$ cat config.mk
export PLATFORM = sky130hd
export DESIGN_NAME = multicycle_mem_bridge_flat
export DESIGN_NICKNAME = d
export VERILOG_FILES = /design/src/rtl/multicycle_mem_bridge_if.sv /design/src/rtl/multicycle_mem_bridge.sv /design/src/flat_wrapper.sv
export SDC_FILE = /design/constraint.sdc
export NUM_CORES = 1
export LEC_CHECK = 0
export CORE_ASPECT_RATIO = 2
export CORE_MARGIN = 2
export CORE_UTILIZATION = 46
export CTS_CLUSTER_DIAMETER = 120
export DETAILED_ROUTE_END_ITERATION = 12
export HOLD_SLACK_MARGIN = 0.03
export MAX_ROUTING_LAYER = met4
export PLACE_DENSITY = 0.95
export SYNTH_ARGS = -nofsm -noshare
export SYNTH_HDL_FRONTEND = slang
export SYNTH_SLANG_ARGS = --single-unit
$ cat constraint.sdc
create_clock -name clock -period 3.23 [get_ports clock]
set_input_delay 0.646 -clock clock [delete_from_list [all_inputs] [get_ports clock]]
set_output_delay 0.646 -clock clock [all_outputs]
set_load 0.05 [all_outputs]
$ cat src/rtl/multicycle_mem_bridge_if.sv
// Valid/ready memory bus between the multicycle memory bridge and the memory system.
interface multicycle_mem_bridge_if;
    logic        bus_req_valid;
    logic        bus_req_ready;
    logic [31:0] bus_req_addr;
    logic        bus_req_we;
    logic [31:0] bus_req_wdata;
    logic [3:0]  bus_req_wstrb;
    logic        bus_rsp_valid;
    logic [31:0] bus_rsp_rdata;

    modport master (
        output bus_req_valid, bus_req_addr, bus_req_we, bus_req_wdata, bus_req_wstrb,
        input  bus_req_ready, bus_rsp_valid, bus_rsp_rdata
    );

    modport slave (
        input  bus_req_valid, bus_req_addr, bus_req_we, bus_req_wdata, bus_req_wstrb,
        output bus_req_ready, bus_rsp_valid, bus_rsp_rdata
    );
endinterface

$ cat src/rtl/multicycle_mem_bridge.sv
// Memory port of the multicycle core: controller enables become valid/ready bus accesses.
// Define MEM_BRIDGE_TIMEOUT_EN to abort accesses that wait TIMEOUT_CYCLES on the bus.
module multicycle_mem_bridge #(
    parameter int TIMEOUT_CYCLES = 255
) (
    input  logic        clock,
    input  logic        reset_n,
    input  logic        mem_read_enable,
    input  logic        mem_write_enable,
    input  logic        inst_or_data,
    input  logic [31:0] pc,
    input  logic [31:0] data_addr,
    input  logic [31:0] store_data,
    input  logic [2:0]  inst_funct3,
    output logic        mem_stall,
    output logic [31:0] mem_rdata,
    output logic        misaligned,
    output logic        bus_error,
    multicycle_mem_bridge_if.master bus
);

    typedef enum logic [1:0] {IDLE, REQ, WAIT_RSP, DONE} state_t;

    state_t      state, state_next;
    logic [31:0] addr_q, wdata_q;
    logic [3:0]  wstrb_q;
    logic [2:0]  funct3_q;
    logic        we_q, mis_q;

    logic        capture, rsp_take, abort, timeout;
    logic [31:0] access_addr, wdata_aligned, load_data;
    logic [3:0]  wstrb_aligned;
    logic [2:0]  access_funct3;
    logic        access_mis;
    logic [7:0]  rsp_byte;
    logic [15:0] rsp_half;

    // Fetches are always whole words regardless of what funct3 happens to hold.
    always_comb begin
        access_addr   = inst_or_data ? data_addr : pc;
        access_funct3 = inst_or_data ? inst_funct3 : 3'b010;
        wdata_aligned = store_data;
        wstrb_aligned = 4'b1111;
        access_mis    = 1'b0;
        case (access_funct3[1:0])
            2'b00: begin
                wdata_aligned = {4{store_data[7:0]}};
                wstrb_aligned = 4'b0001 << access_addr[1:0];
            end
            2'b01: begin
                wdata_aligned = {2{store_data[15:0]}};
                wstrb_aligned = 4'b0011 << access_addr[1:0];
                access_mis    = access_addr[0];
            end
            default: access_mis = |access_addr[1:0];
        endcase
    end

    always_comb begin
        rsp_byte  = bus.bus_rsp_rdata[{addr_q[1:0], 3'b000} +: 8];
        rsp_half  = bus.bus_rsp_rdata[{addr_q[1], 4'b0000} +: 16];
        load_data = bus.bus_rsp_rdata;
        case (funct3_q)
            3'b000:  load_data = {{24{rsp_byte[7]}}, rsp_byte};
            3'b001:  load_data = {{16{rsp_half[15]}}, rsp_half};
            3'b100:  load_data = {24'h0, rsp_byte};
            3'b101:  load_data = {16'h0, rsp_half};
            default: load_data = bus.bus_rsp_rdata;
        endcase
    end

    // NOTE: every always_comb output is given a default before the case so no latch is inferred.
    always_comb begin
        state_next = state;
        mem_stall  = 1'b0;
        capture    = 1'b0;
        rsp_take   = 1'b0;
        abort      = 1'b0;
        case (state)
            IDLE: begin
                if (mem_read_enable || mem_write_enable) begin
                    mem_stall  = 1'b1;
                    capture    = 1'b1;
                    state_next = access_mis ? DONE : REQ;
                end
            end
            REQ: begin
                mem_stall = 1'b1;
                if (bus.bus_req_ready) begin
                    rsp_take   = bus.bus_rsp_valid;
                    state_next = bus.bus_rsp_valid ? DONE : WAIT_RSP;
                end else if (timeout) begin
                    abort      = 1'b1;
                    state_next = DONE;
                end
            end
            WAIT_RSP: begin
                mem_stall = 1'b1;
                if (bus.bus_rsp_valid) begin
                    rsp_take   = 1'b1;
                    state_next = DONE;
                end else if (timeout) begin
                    abort      = 1'b1;
                    state_next = DONE;
                end
            end
            default: state_next = IDLE;
        endcase
    end

    // NOTE: the reset is synchronous, so it lives inside the clocked branch rather than the sensitivity list.
    always_ff @(posedge clock) begin
        if (!reset_n) begin
            state     <= IDLE;
            addr_q    <= '0;
            wdata_q   <= '0;
            wstrb_q   <= '0;
            funct3_q  <= '0;
            we_q      <= 1'b0;
            mis_q     <= 1'b0;
            mem_rdata <= '0;
        end else begin
            state <= state_next;
            if (capture) begin
                addr_q   <= access_addr;
                funct3_q <= access_funct3;
                we_q     <= mem_write_enable;
                mis_q    <= access_mis;
                wdata_q  <= mem_write_enable ? wdata_aligned : 32'h0;
                wstrb_q  <= mem_write_enable ? wstrb_aligned : 4'h0;
            end
            if (capture && access_mis && !mem_write_enable) begin
                mem_rdata <= '0;
            end else if (rsp_take && !we_q) begin
                mem_rdata <= load_data;
            end else if (abort) begin
                mem_rdata <= '0;
            end
        end
    end

`ifdef MEM_BRIDGE_TIMEOUT_EN
    localparam int CNT_W = ($clog2(TIMEOUT_CYCLES + 1) > 8) ? $clog2(TIMEOUT_CYCLES + 1) : 8;

    logic [CNT_W-1:0] wait_cnt;
    logic             err_q;

    // The count is zero in the first REQ cycle, so the last permitted wait cycle is TIMEOUT_CYCLES-1.
    assign timeout = (wait_cnt == CNT_W'(TIMEOUT_CYCLES - 1));

    always_ff @(posedge clock) begin
        if (!reset_n) begin
            wait_cnt <= '0;
            err_q    <= 1'b0;
        end else begin
            if (state == REQ || state == WAIT_RSP) wait_cnt <= wait_cnt + CNT_W'(1);
            else                                   wait_cnt <= '0;
            if (capture)    err_q <= 1'b0;
            else if (abort) err_q <= 1'b1;
        end
    end

    assign bus_error = (state == DONE) && err_q;
`else
    logic [31:0] unused_timeout_cfg;

    assign unused_timeout_cfg = 32'(TIMEOUT_CYCLES);
    assign timeout            = 1'b0;
    assign bus_error          = 1'b0;
`endif

    assign misaligned        = (state == DONE) && mis_q;
    assign bus.bus_req_valid = (state == REQ);
    assign bus.bus_req_addr  = {addr_q[31:2], 2'b00};
    assign bus.bus_req_we    = we_q;
    assign bus.bus_req_wdata = wdata_q;
    assign bus.bus_req_wstrb = wstrb_q;

endmodule

$ cat src/flat_wrapper.sv
// flat-port wrapper written by rule: the top's interface ports become plain ports
module multicycle_mem_bridge_flat 
#(
    parameter int TIMEOUT_CYCLES = 255
)
  (clock, reset_n, mem_read_enable, mem_write_enable, inst_or_data, pc, data_addr, store_data, inst_funct3, mem_stall, mem_rdata, misaligned, bus_error, bus_bus_req_valid, bus_bus_req_addr, bus_bus_req_we, bus_bus_req_wdata, bus_bus_req_wstrb, bus_bus_req_ready, bus_bus_rsp_valid, bus_bus_rsp_rdata);
  multicycle_mem_bridge_if bus_i ();
  input  logic clock;
  input  logic reset_n;
  input  logic mem_read_enable;
  input  logic mem_write_enable;
  input  logic inst_or_data;
  input  logic [31:0] pc;
  input  logic [31:0] data_addr;
  input  logic [31:0] store_data;
  input  logic [2:0] inst_funct3;
  output logic mem_stall;
  output logic [31:0] mem_rdata;
  output logic misaligned;
  output logic bus_error;
  output wire logic [$bits(bus_i.bus_req_valid)-1:0] bus_bus_req_valid;
  output wire logic [$bits(bus_i.bus_req_addr)-1:0] bus_bus_req_addr;
  output wire logic [$bits(bus_i.bus_req_we)-1:0] bus_bus_req_we;
  output wire logic [$bits(bus_i.bus_req_wdata)-1:0] bus_bus_req_wdata;
  output wire logic [$bits(bus_i.bus_req_wstrb)-1:0] bus_bus_req_wstrb;
  input wire logic [$bits(bus_i.bus_req_ready)-1:0] bus_bus_req_ready;
  input wire logic [$bits(bus_i.bus_rsp_valid)-1:0] bus_bus_rsp_valid;
  input wire logic [$bits(bus_i.bus_rsp_rdata)-1:0] bus_bus_rsp_rdata;
  assign bus_bus_req_valid = bus_i.bus_req_valid;
  assign bus_bus_req_addr = bus_i.bus_req_addr;
  assign bus_bus_req_we = bus_i.bus_req_we;
  assign bus_bus_req_wdata = bus_i.bus_req_wdata;
  assign bus_bus_req_wstrb = bus_i.bus_req_wstrb;
  assign bus_i.bus_req_ready = bus_bus_req_ready;
  assign bus_i.bus_rsp_valid = bus_bus_rsp_valid;
  assign bus_i.bus_rsp_rdata = bus_bus_rsp_rdata;
  multicycle_mem_bridge #(.TIMEOUT_CYCLES(TIMEOUT_CYCLES)) u_core (.clock(clock), .reset_n(reset_n), .mem_read_enable(mem_read_enable), .mem_write_enable(mem_write_enable), .inst_or_data(inst_or_data), .pc(pc), .data_addr(data_addr), .store_data(store_data), .inst_funct3(inst_funct3), .mem_stall(mem_stall), .mem_rdata(mem_rdata), .misaligned(misaligned), .bus_error(bus_error), .bus(bus_i));
endmodule
==> results of run 1 <==
layout by cell type (no fill, tap or decap), drive strengths merged, types with 5 or more instances in the layout:
cell / synthesis / routed
clkdlybuf4s50: 0 / 237
dfxtp: 107 / 107
nor2: 87 / 87
a211oi: 59 / 59
nand2: 57 / 57
mux2i: 44 / 44
a21oi: 34 / 34
a22oi: 26 / 26
o211ai: 16 / 16
mux2: 16 / 16
buf: 58 / 15
nand2b: 12 / 12
clkbuf: 28 / 11
inv: 8 / 8
or2: 7 / 7
o21a: 7 / 7
o221ai: 7 / 7
a311oi: 7 / 7
a211o: 7 / 7
ha: 5 / 5
nor2b: 5 / 5
registers in the layout (all words and copies together) (netlist names):
name	cells
u_core.bus.bus_req_wstrb	4
u_core.funct3_q	3
u_core.addr_q	32
u_core.mis_q	1
u_core.state	2
u_core.bus.bus_req_wdata	32
u_core.mem_rdata	32
u_core.bus.bus_req_we	1
critical path, stage by stage (launching register included):
cell	delay [ns]
dfxtp_1	0.35
inv_1	0.12
ha_1	0.24
clkdlybuf4s50_1	0.83
path summary, 6_finish.rpt:
path | endpoint | slack [ns] | depth (start not counted)
hold / removal | u_core.mis_q$_SDFFE_PN0P_ | 0.46 | 2
setup reg to reg | u_core.mem_rdata[18]$_SDFFE_PP0P_ | 0.93 | 6
hold reg to reg | u_core.mis_q$_SDFFE_PN0P_ | 0.46 | 2
setup / recovery | bus_bus_req_valid | 0.71 | 3
per-layer routing:
layer	global-route usage	share of wire	up-vias
met4	0.174	0.059	0
met1	0.266	0.34	2504
li1	-	-	2566
met5	-	0	-
met3	0.0479	0.061	50
met2	0.488	0.54	242
logic make-up after synthesis:
group | Yosys count | synth area share
buffers and inverters | 94 | 0.0933
DFF | 107 | 0.393
adders and majority gates | 5 | 0.0115
muxes | 60 | 0.114
AOI/OAI and AO/OA | 174 | 0.237
and+or+nand+nor | 182 | 0.151
other | 1 | 0.000687
where the power goes:
part / internal, mW / switching (mW)
Combinational: 1.17 / 2.20
Clock: 0.567 / 0.490
Sequential: 1.65 / 0.212
Total: 3.38 / 2.90
through the flow:
| step | utilization | instances |
|---|---|---|
| floorplan | - | 625 |
| global placement | 0.660 | 936 |
| detailed placement | 0.660 | 936 |
| CTS | 0.684 | 952 |
| global route | 0.684 | 952 |
| finish | 0.684 | 952 |
cell type report:
type	instances	area, um2
fill	914	3670
multi-input combinational	424	2820
timing repair buffer	252	2490
sequential	107	2140
clock buffer	11	253
tap	145	181
clock inverter	5	37.5
inverter	8	30.0
==> flow_metrics.tcl, run 1 <==
set metrics [dict create \
    status "completed" \
    hold_buffers 0 \
    drc_errors 0 \
    drv_slew 0 \
    rsz0062_at_grt "false" \
    dieHeight_um 158 \
    r2r-start "u_core.state[0]$_SDFFE_PN0P_" \
    timing.max_cap.violations 0 \
    power_density_nw_per_um2 788 \
    tns_ns 0 \
    drt-total-wl_um 17300 \
    start_util 0.469 \
    track_usage 0.274 \
    finalInstanceArea_um2 7960 \
    setup_viol 0 \
    antenna_found_initial 0 \
    min_period_ns 2.52 \
    antennaDiodeCount 0 \
    clockBufferDepth 2 \
    drt_iter0_markers 210 \
    crit_fanout 4 \
    crit_path_end_kind "primary output" \
    skew_ns 0.00953 \
    period_share 0.780 \
    path_class "flip-flop to primary output" \
    synth.top_cell.area_share 0.393 \
    fin_ws_ns 0.709 \
    ys_seq_area_frac 0.393 \
    first_pass_iters 5 \
    fp-row-count 56 \
    synth-edff-count 0 \
    async_flop_share 0 \
    clkTransAtPathRegs_ns 0.07 \
    drive_above_1_share 0.0768 \
    peakVddDrop_v 0.000533 \
    synthTopCellsByCount "dfxtp_1, nor2_1, nand2_1" \
    cts.repair.resized 0 \
    grt_pass1_wl_um 26200 \
    drtAntennaViolNets 0 \
    dp_hpwl_um 13400 \
    syn_area_um2 5460 \
    whs_ns 0.458 \
    cts.sinks 107 \
    cts_setup_buffers 0 \
    hp-class "flip-flop to flip-flop" \
    cts_tree "yes" \
    ys_seq_elements 107 \
    place.gp.congestion 0.907 \
    slew-limit-headroom 0.357 \
    syn_to_final_growth_pct 45.9 \
    die-area_um2 12800 \
    grt-ovfl-total 0 \
    yosysWarnings 0 \
    via_per_inst 5.63 \
    synth_top_cell_by_area "dfxtp_1" \
    cts_root_buffer "clkbuf_16" \
    netlist_instances 623 \
    synth_most_common_cell "dfxtp_1" \
    portBuffers 239 \
    die_width_um 81.0 \
    cp-start-kind "flip-flop" \
    hold_viol 0 \
    h-tree-depth 3 \
    leakagePower_nw 2.91 \
    wire_per_inst_um 18.2 \
    worstMarginPinSlew_ns 0.963 \
    via_count 5362 \
    synth-main-ff-cell "dfxtp_1" \
    required_ns 2.58 \
    synth.avg_cell_area_um2 8.76 \
    ios 243 \
    grt_pass1_vias 5278 \
    grt_max_degree 76 \
    cts_buffers 9 \
    maxClockFrequency_mhz 397 \
    fin_total_pwr_mw 6.28 \
    worstPathArrival_ns 1.87 \
    startpoint "u_core.state[1]$_SDFFE_PN0P_" \
    hp-start "u_core.mis_q$_SDFFE_PN0P_" \
    yosysUniqueCellTypes 46 \
    postPlaceCellArea_um2 7670 \
    place_ws_ns 0.577 \
    core_um2 11600 \
    ys_top_cells_by_area "dfxtp_1, mux2i_1, a211oi_1" \
    nets 945 \
    worstSkewPairLatency_ns 0.34 \
]
No activity file was read; power rests on OpenSTA's default activity.
==> inputs of run 2 (changes only) <==
CORE_UTILIZATION = 38   (was 46)
PLACE_DENSITY = 0.88   (was 0.95)
clock period = 2.25 ns   (was 3.23 ns; I/O delays follow)
==> flow_metrics.tcl, run 2 (same netlist as run 1, synthesis figures left out) <==
set metrics [dict create \
    seq_power_share 0.291 \
    grt_max_degree 67 \
    drtAntennaViolNets 0 \
    syn_to_final_growth_pct 50.9 \
    place_ws_ns -0.0845 \
    drive_above_1_share 0.0974 \
    postPlaceCellArea_um2 7940 \
    drv_slew 0 \
    peakVddDrop_v 0.000523 \
    most-common-layout-cells "clkdlybuf4s50_1, dfxtp_1, nor2_1, nand2_1, a211oi_1" \
    fp-row-count 62 \
    die_width_um 88.7 \
    tns_ns 0 \
    dp_hpwl_um 13300 \
    path_class "primary input to primary output" \
    nets 959 \
    worstMarginPinSlew_ns 0.602 \
    netSwitchingFraction 0.458 \
    hold_buffers 0 \
    clockBufferDepth 2 \
    grt_pass1_wl_um 26400 \
    cts_buffers 9 \
    required_ns 1.80 \
    drc_errors 0 \
    setup_viol 0 \
    grt-ovfl-total 0 \
    grt_pass1_vias 5271 \
    fin_total_pwr_mw 9.19 \
    start_util 0.384 \
    final_common_cell "clkdlybuf4s50_1" \
    crit_fanout 3 \
    leakagePower_nw 3.02 \
    drt_iter0_markers 317 \
    hold_viol 0 \
    finalInstanceArea_um2 8230 \
    cp-start-kind "primary input" \
    timing.max_cap.violations 0 \
    nFillCells 1204 \
    pwr-share-clk 0.169 \
    internal_power_mw 4.98 \
    h-tree-depth 3 \
    via_per_inst 5.36 \
    core_um2 14200 \
    worstPathArrival_ns 1.73 \
    ios 243 \
    maxClockFrequency_mhz 460 \
    whs_ns 0.458 \
    combPwrFrac 0.540 \
    die-area_um2 15400 \
    antennaDiodeCount 0 \
    crit_path_end_kind "primary output" \
    cts_setup_buffers 0 \
    clkTransAtPathRegs_ns 0.07 \
    place.gp.congestion 0.891 \
    period_share 0.967 \
    cts_tree "yes" \
    track_usage 0.222 \
    first_pass_iters 6 \
    min_period_ns 2.18 \
    drt-total-wl_um 17300 \
    cts_root_buffer "clkbuf_16" \
    dieHeight_um 173 \
    hp-class "flip-flop to flip-flop" \
    cts.sinks 107 \
    fin_ws_ns 0.0743 \
    worstSkewPairLatency_ns 0.35 \
    via_count 5432 \
    slew-limit-headroom 0.598 \
    antenna_found_initial 0 \
    wire_per_inst_um 17.1 \
    p_sw_mw 4.21 \
    status "completed" \
    skew_ns 0.0157 \
    power_density_nw_per_um2 1120 \
    portBuffers 239 \
]
==> run 2: stage by stage <==
step | instances | util
after detailed placement | 997 | 0.559
after global placement | 997 | 0.559
after CTS | 1013 | 0.580
final | 1013 | 0.580
after floorplan | 625 | -
after global routing | 1013 | 0.580
==> run 2: area by class of cell <==
| type | count | area [um2] | area share |
|---|---|---|---|
| Multi-Input combinational cell | 424 | 2840 | 0.344 |
| Timing Repair Buffer | 266 | 2700 | 0.328 |
| Sequential cell | 107 | 2140 | 0.260 |
| Tap cell | 192 | 240 | 0.0292 |
| Clock buffer | 9 | 225 | 0.0274 |
| Clock inverter | 7 | 62.6 | 0.00760 |
| Inverter | 8 | 30.0 | 0.00365 |
==> run 2: worst max-delay path, cell delays in order <==
cell	delay, ns
clkdlybuf4s50_1	0.47
nor2_1	0.32
nor2b_4	0.09
nor2_1	0.20
nor2_4	0.06
buf_12	0.14
==> run 2: worst paths after layout <==
| check | from | endpoint | slack (ns) | depth (start not counted) |
|---|---|---|---|---|
| worst max-delay path | mem_read_enable | mem_stall | 0.07 | 6 |
| worst min-delay path | u_core.bus.bus_req_wdata[27]$_SDFFE_PN0P_ | u_core.bus.bus_req_wdata[27]$_SDFFE_PN0P_ | 0.46 | 2 |
| worst max register to register | u_core.state[0]$_SDFFE_PN0P_ | u_core.mem_rdata[14]$_SDFFE_PP0P_ | 0.12 | 8 |
| worst min register to register | u_core.bus.bus_req_wdata[27]$_SDFFE_PN0P_ | u_core.bus.bus_req_wdata[27]$_SDFFE_PN0P_ | 0.46 | 2 |
==> run 2: timing repair <==
item,4_1_cts,5_1_grt
resized for setup,1,1
cloned,0,0
endpoints found under the setup margin,1,1
==> run 2: layer usage <==
metal | track usage | up-vias | wire, um | part of all wire
met4 | 0.0556 | 0 | 255 | 0.015
met1 | 0.240 | 2493 | 6280 | 0.36
met3 | 0.0762 | 27 | 2110 | 0.12
met5 | - | - | 0 | 0
li1 | - | 2586 | - | -
met2 | 0.381 | 326 | 8700 | 0.50
==> run 2: power groups by stage <==
stage / registers (mW) / logic (mW) / clock network (mW)
finish: 2.68 / 4.96 / 1.55
global route: 2.73 / 5.26 / 1.67
CTS: 2.68 / 4.95 / 1.59
detailed placement: 2.72 / 4.93 / 0
global placement: 2.69 / 4.85 / 0
floorplan: 3.38 / 2.78 / 0
==> RTL change 1: new RTL, flow settings as in run 2 <==
Build with the macro `MEM_BRIDGE_TIMEOUT_EN` defined.
--- a/src/rtl/multicycle_mem_bridge.sv
+++ b/src/rtl/multicycle_mem_bridge.sv
@@ -1,5 +1,7 @@
 // Memory port of the multicycle core: controller enables become valid/ready bus accesses.
 // Define MEM_BRIDGE_TIMEOUT_EN to abort accesses that wait TIMEOUT_CYCLES on the bus.
+`define MEM_BRIDGE_TIMEOUT_EN
+
 module multicycle_mem_bridge #(
     parameter int TIMEOUT_CYCLES = 255
 ) (
Formal check against the unedited RTL: no difference found for any inputs over 4 cycles, from zero or initial values and one cycle with reset_n low; that may be too few to reach the edited logic, so the function may still have changed.
==> RTL change 1 against run 2 <==
  * Total power up 11%
  * Sequential share of layout area up 0.68 points
  * Worst setup slack better by 0.056 ns
  * Routed wire length up 2.9%
  * Utilization up 1.1 points
  * Largest cell class unchanged
  * Clock skew down 0.0017 ns
  * Area after synthesis up 3.9%
  * Cell area up 5.7%
  * Sequential cell count up 9
==> RTL change 1: results (changes against run 2) <==
* Via Count at 5484 (+0.96%)
* Total GRT Usage at 22.9% (+0.69 points)
* Synth top cells by count: dfxtp_1, nand2_1, mux2i_1, o21ai_0
* WL final at 17900 µm (+2.9%)
* Worst slew margin relative to its limit at 62.5% (+2.7 points)
* GP Congestion at 0.960 (+7.8%)
* Worst-path fanout max at 6 (+3)
* Metal2 WL at 9620 µm (+11%)
* Worst Setup SP: u_core.state[0]
* Distinct cell type count after synthesis at 52 (+13%)
* DR pass1 iterations at 5 (-1)
* H-tree Lvls at 4 (+1)
* Initial DRC count at 277 (-13%)
* Fill count at 1227 (+1.9%)
* Worst Min Path Start: u_core.bus.bus_req_wdata[26]
* Met3 Wirelength at 808 µm (-62%)
* Family with the most delay on the worst path: flip-flops
* Layout net count at 980 (+2.2%)
* Status: finished, final reports clean
* Grt met2 use at 40.8% (+2.7 points)
* Met1 WL at 6490 µm (+3.2%)
* Sequential fraction of the synthesis area at 41.0% (+1.7 points)
* Vias in the first global route at 5606 (+6.4%)
* Max IR drop VDD at 687 µV (+31%)
* Clk slew on worst S/H paths at 0.05 ns (-0.02 ns)
* CP max-delay cell: dfxtp_2
* Layout cells sized above 1 at 11.4% (+1.7 points)
* Largest stage delay, worst path at 0.39 ns (-0.08 ns)
* Worst EP arrival at 1.67 ns (-0.06 ns)
* Port Buffers at 240 (+0.42%)
* CTS Buf Count at 17 (+8)
* Top cells by area in the synthesized netlist: dfxtp_1, mux2i_1, nand2_1
* Lkg Pwr at 0.00360 µW (+19%)
* First-pass GRT wire length at 28200 µm (+6.8%)
* Final non-filler cell total at 1043 (+3.0%)
* Met3 usage at 4.39% (-3.2 points)
* HPWL Detailed at 13500 µm (+1.1%)
## RTL change 1: per-stage QoR
| stage | setup WS (ns) | area (µm²) |
|---|---|---|
| finish | 0.130 | 8700 |
| detailed placement | 0.0221 | 8120 |
| global placement | 0.0593 | 8120 |
| CTS | 0.0290 | 8700 |
| global route | 0.0429 | 8700 |
| floorplan | 0.0867 | 5690 |
## RTL change 1: final cells by class
type / instances / area, µm² / area share [%]
Inverter: 7 / 26.3 / 0.302
Tap cell: 195 / 244 / 2.80
Multi-Input combinational cell: 426 / 2880 / 33.1
Timing Repair Buffer: 267 / 2650 / 30.5
Sequential cell: 116 / 2320 / 26.7
Clock inverter: 12 / 131 / 1.51
Clock buffer: 20 / 447 / 5.13
## RTL change 1: worst min-delay path: stages (launching register included)
cell     delay, ns
dfxtp_1       0.32
nand2_1       0.04
o21ai_0       0.05
## RTL change 1: power breakdown
group	total, µW	internal, µW	switching [µW]
clock network	2650	1660	993
logic	4720	1770	2950
registers	2850	2530	320
## RTL change 1: path summary, 6_finish.rpt
path,endpoint,slack [ns],cells past startpoint
max reg2reg,u_core.mem_rdata[14],0.19,8
max,mem_stall,0.13,5
min reg2reg,u_core.bus.bus_req_wdata[26],0.45,2
min,u_core.bus.bus_req_wdata[26],0.45,2
## RTL change 1: cell families (layout without fill, tap and decap cells)
group | after synthesis | after routing | synth area share (%)
AOI/OAI and AO/OA | 160 | 160 | 21.7
xor gates and xnor gates | 6 | 6 | 0.927
adders and majority gates | 7 | 7 | 1.54
buffers and inverters | 82 | 306 | 8.72
DFF | 116 | 116 | 41.0
muxes | 67 | 67 | 12.1
other | 1 | 2 | 0.0661
and+or+nand+nor | 184 | 184 | 14.0
==> RTL change 2: new RTL, settings of run 2 <==
Made on the original files. The 4 states of `state_t` get a Gray code encoding in 2 bits.
--- a/src/rtl/multicycle_mem_bridge.sv
+++ b/src/rtl/multicycle_mem_bridge.sv
@@ -19,7 +19,7 @@
     multicycle_mem_bridge_if.master bus
 );
 
-    typedef enum logic [1:0] {IDLE, REQ, WAIT_RSP, DONE} state_t;
+    typedef enum logic [1:0] {IDLE = 2'b00, REQ = 2'b01, WAIT_RSP = 2'b11, DONE = 2'b10} state_t;
 
     state_t      state, state_next;
     logic [31:0] addr_q, wdata_q;
Function: same outputs for any inputs over 4 cycles, from zero or initial values and one cycle with reset_n low; so few cycles prove little.
==> RTL change 2 against run 2 <==
  * Critical path depth is 5 lower
  * Worst setup slack better by 0.088 ns
  * Area after synthesis is 1.3% higher
  * First-iteration DRC count fell by 48%
  * Register-to-register slack better by 0.40 ns
  * Sequential cell count stayed put
  * Cell area fell by 0.23%
  * Routed wire length shrank 3.3%
  * Synthesized cell count shrank 2.9%
Power is not compared: it rests on default switching activity, and its combinational part moved more than twofold at a synthesized area within 25%.
==> RTL change 2: results (changes against run 2) <==
* Worst Min Path Start: u_core.mem_rdata[4]
* Met3 Wirelength at 735 µm (-65%)
* Status: finished, final reports clean
* Worst EP arrival at 1.64 ns (-0.09 ns)
* CTS Buf Count at 9 (unchanged)
* Distinct cell type count after synthesis at 47 (+2.2%)
* Clock root cell: clkbuf_16
* Vias in the first global route at 4984 (-5.4%)
* Port Buffers at 239 (unchanged)
* Reg2reg start: u_core.addr_q[1]
* DP Worst Slack at 0.100 ns (+0.185 ns)
* Top cells by area in the synthesized netlist: dfxtp_1, mux2i_1, nand2_1
* Initial antenna violation count at 0 (unchanged)
* Reg2reg path depth at 4 (-4)
* Synth top cells by count: dfxtp_1, nand2_1, mux2i_1, buf_4, o211a_1
* Initial DRC count at 166 (-48%)
* Mux cell area share after synthesis at 13.6% (+2.2 points)
* H-tree Lvls at 3 (unchanged)
* Met1 WL at 6370 µm (+1.4%)
* GP Congestion at 0.843 (-5.4%)
* Metal2 WL at 9040 µm (+3.8%)
* Lkg Pwr at ~0.0033 µW
* DR pass1 iterations at 5 (-1)
* WL final at 16800 µm (-3.3%)
* Pin count of the biggest net entering global routing at 59 (-12%)
* Sequential fraction of the synthesis area at 38.8% (-0.52 points)
* Clk slew on worst S/H paths at 0.08 ns
* Initial Util at 38.7% (+0.30 points)
* Fill count at 1271 (+5.6%)
* Adder-cell area share of the yosys netlist at 0% (-1.1 points)
* Worst Hold Path EP: u_core.mem_rdata[4]
* Via Count at 5157 (-5.1%)
* CP max-delay cell: clkdlybuf4s50_1
* Largest stage delay, worst path at 0.86 ns (+0.39 ns)
* Met3 usage at 2.74% (-4.9 points)
* Family with the most delay on the worst path: buffers and inverters
* Cts repair resizes at 0 (-1)
* Total GRT Usage at 22.1% (-0.13 points)
* Worst R2R Setup Slack at 0.52 ns (+0.40 ns)
* Antenna fix cells at 0 (unchanged)
* Worst slew margin relative to its limit at 61.1% (+1.3 points)
* First-pass GRT wire length at 26000 µm (-1.2%)
* Grt met2 use at 37.4% (-0.62 points)
* Layout cells sized above 1 at 6.78% (-3.0 points)
* HPWL Detailed at 13000 µm (-2.7%)
* M1 GR Usage at 25.2% (+1.2 points)
* Setup Skew at 0.0122 ns (-0.00354 ns)
* Max Root-Sink Buffers at 2 (unchanged)
* Compound-cell area share of the yosys netlist at 22.8% (-0.88 points)
* Hold Path Class: register to register
* Worst-path fanout max at 5 (+2)
* Yosys warns at 0 (unchanged)
* Layout net count at 930 (-3.0%)
RTL change 2: cell types whose count changed after synthesis, moves of 12 or more:
cell              run 2  this run
mux2i_1              44        73
nand3_1               2        18
nor2b_1               5        26
o211a_1               0        31
nor2_1               87         8
a211oi_1             51         1
a21boi_0              0        12
o2bb2ai_1             0        16
nand2_1              57        87
a31oi_1               1        17
a22oi_1              26        11
a21oi_1              34        19
and2_1                2        17
RTL change 2: worst max path at each step:
stage,from,to,slack [ns],depth (start not counted)
floorplan,mem_write_enable,mem_stall,0.58,2
global placement,bus_bus_rsp_valid,u_core.mem_rdata[14],0.16,5
detailed placement,bus_bus_rsp_valid,u_core.mem_rdata[14],0.10,5
CTS,u_core.bus.bus_req_we,bus_bus_req_we,0.14,1
global route,u_core.bus.bus_req_we,bus_bus_req_we,0.11,1
finish,u_core.bus.bus_req_we,bus_bus_req_we,0.16,1
RTL change 2: through the flow:
stage | cells | hold WS, ns | instance area [µm²] | power, µW | utilization [%]
2_1_floorplan | 607 | 0.444 | 5540 | 3420 | -
3_3_place_gp | 973 | 0.442 | 7910 | 4060 | 55.4
3_5_place_dp | 973 | 0.450 | 7910 | 4080 | 55.4
4_1_cts | 989 | 0.461 | 8210 | 5680 | 57.5
5_1_grt | 989 | 0.489 | 8210 | 5900 | 57.5
6_report | 989 | 0.459 | 8210 | 5630 | 57.5
RTL change 2: area by class of cell:
cell class	instances	area (µm²)	area share [%]
multi-input cells	411	2910	35.5
repair buffers	260	2610	31.7
inverters	3	11.3	0.137
clock inverters	7	75.1	0.914
flip-flops and latches	107	2140	26.1
well taps	192	240	2.93
clock buffers	9	225	2.74
RTL change 2: worst reg2reg max path: cells and delay by family (launching register included):
kind            cells  cell delay, ns
compound gates      2            0.34
simple gates        1            0.18
flops               1            0.53
mux                 1            0.57
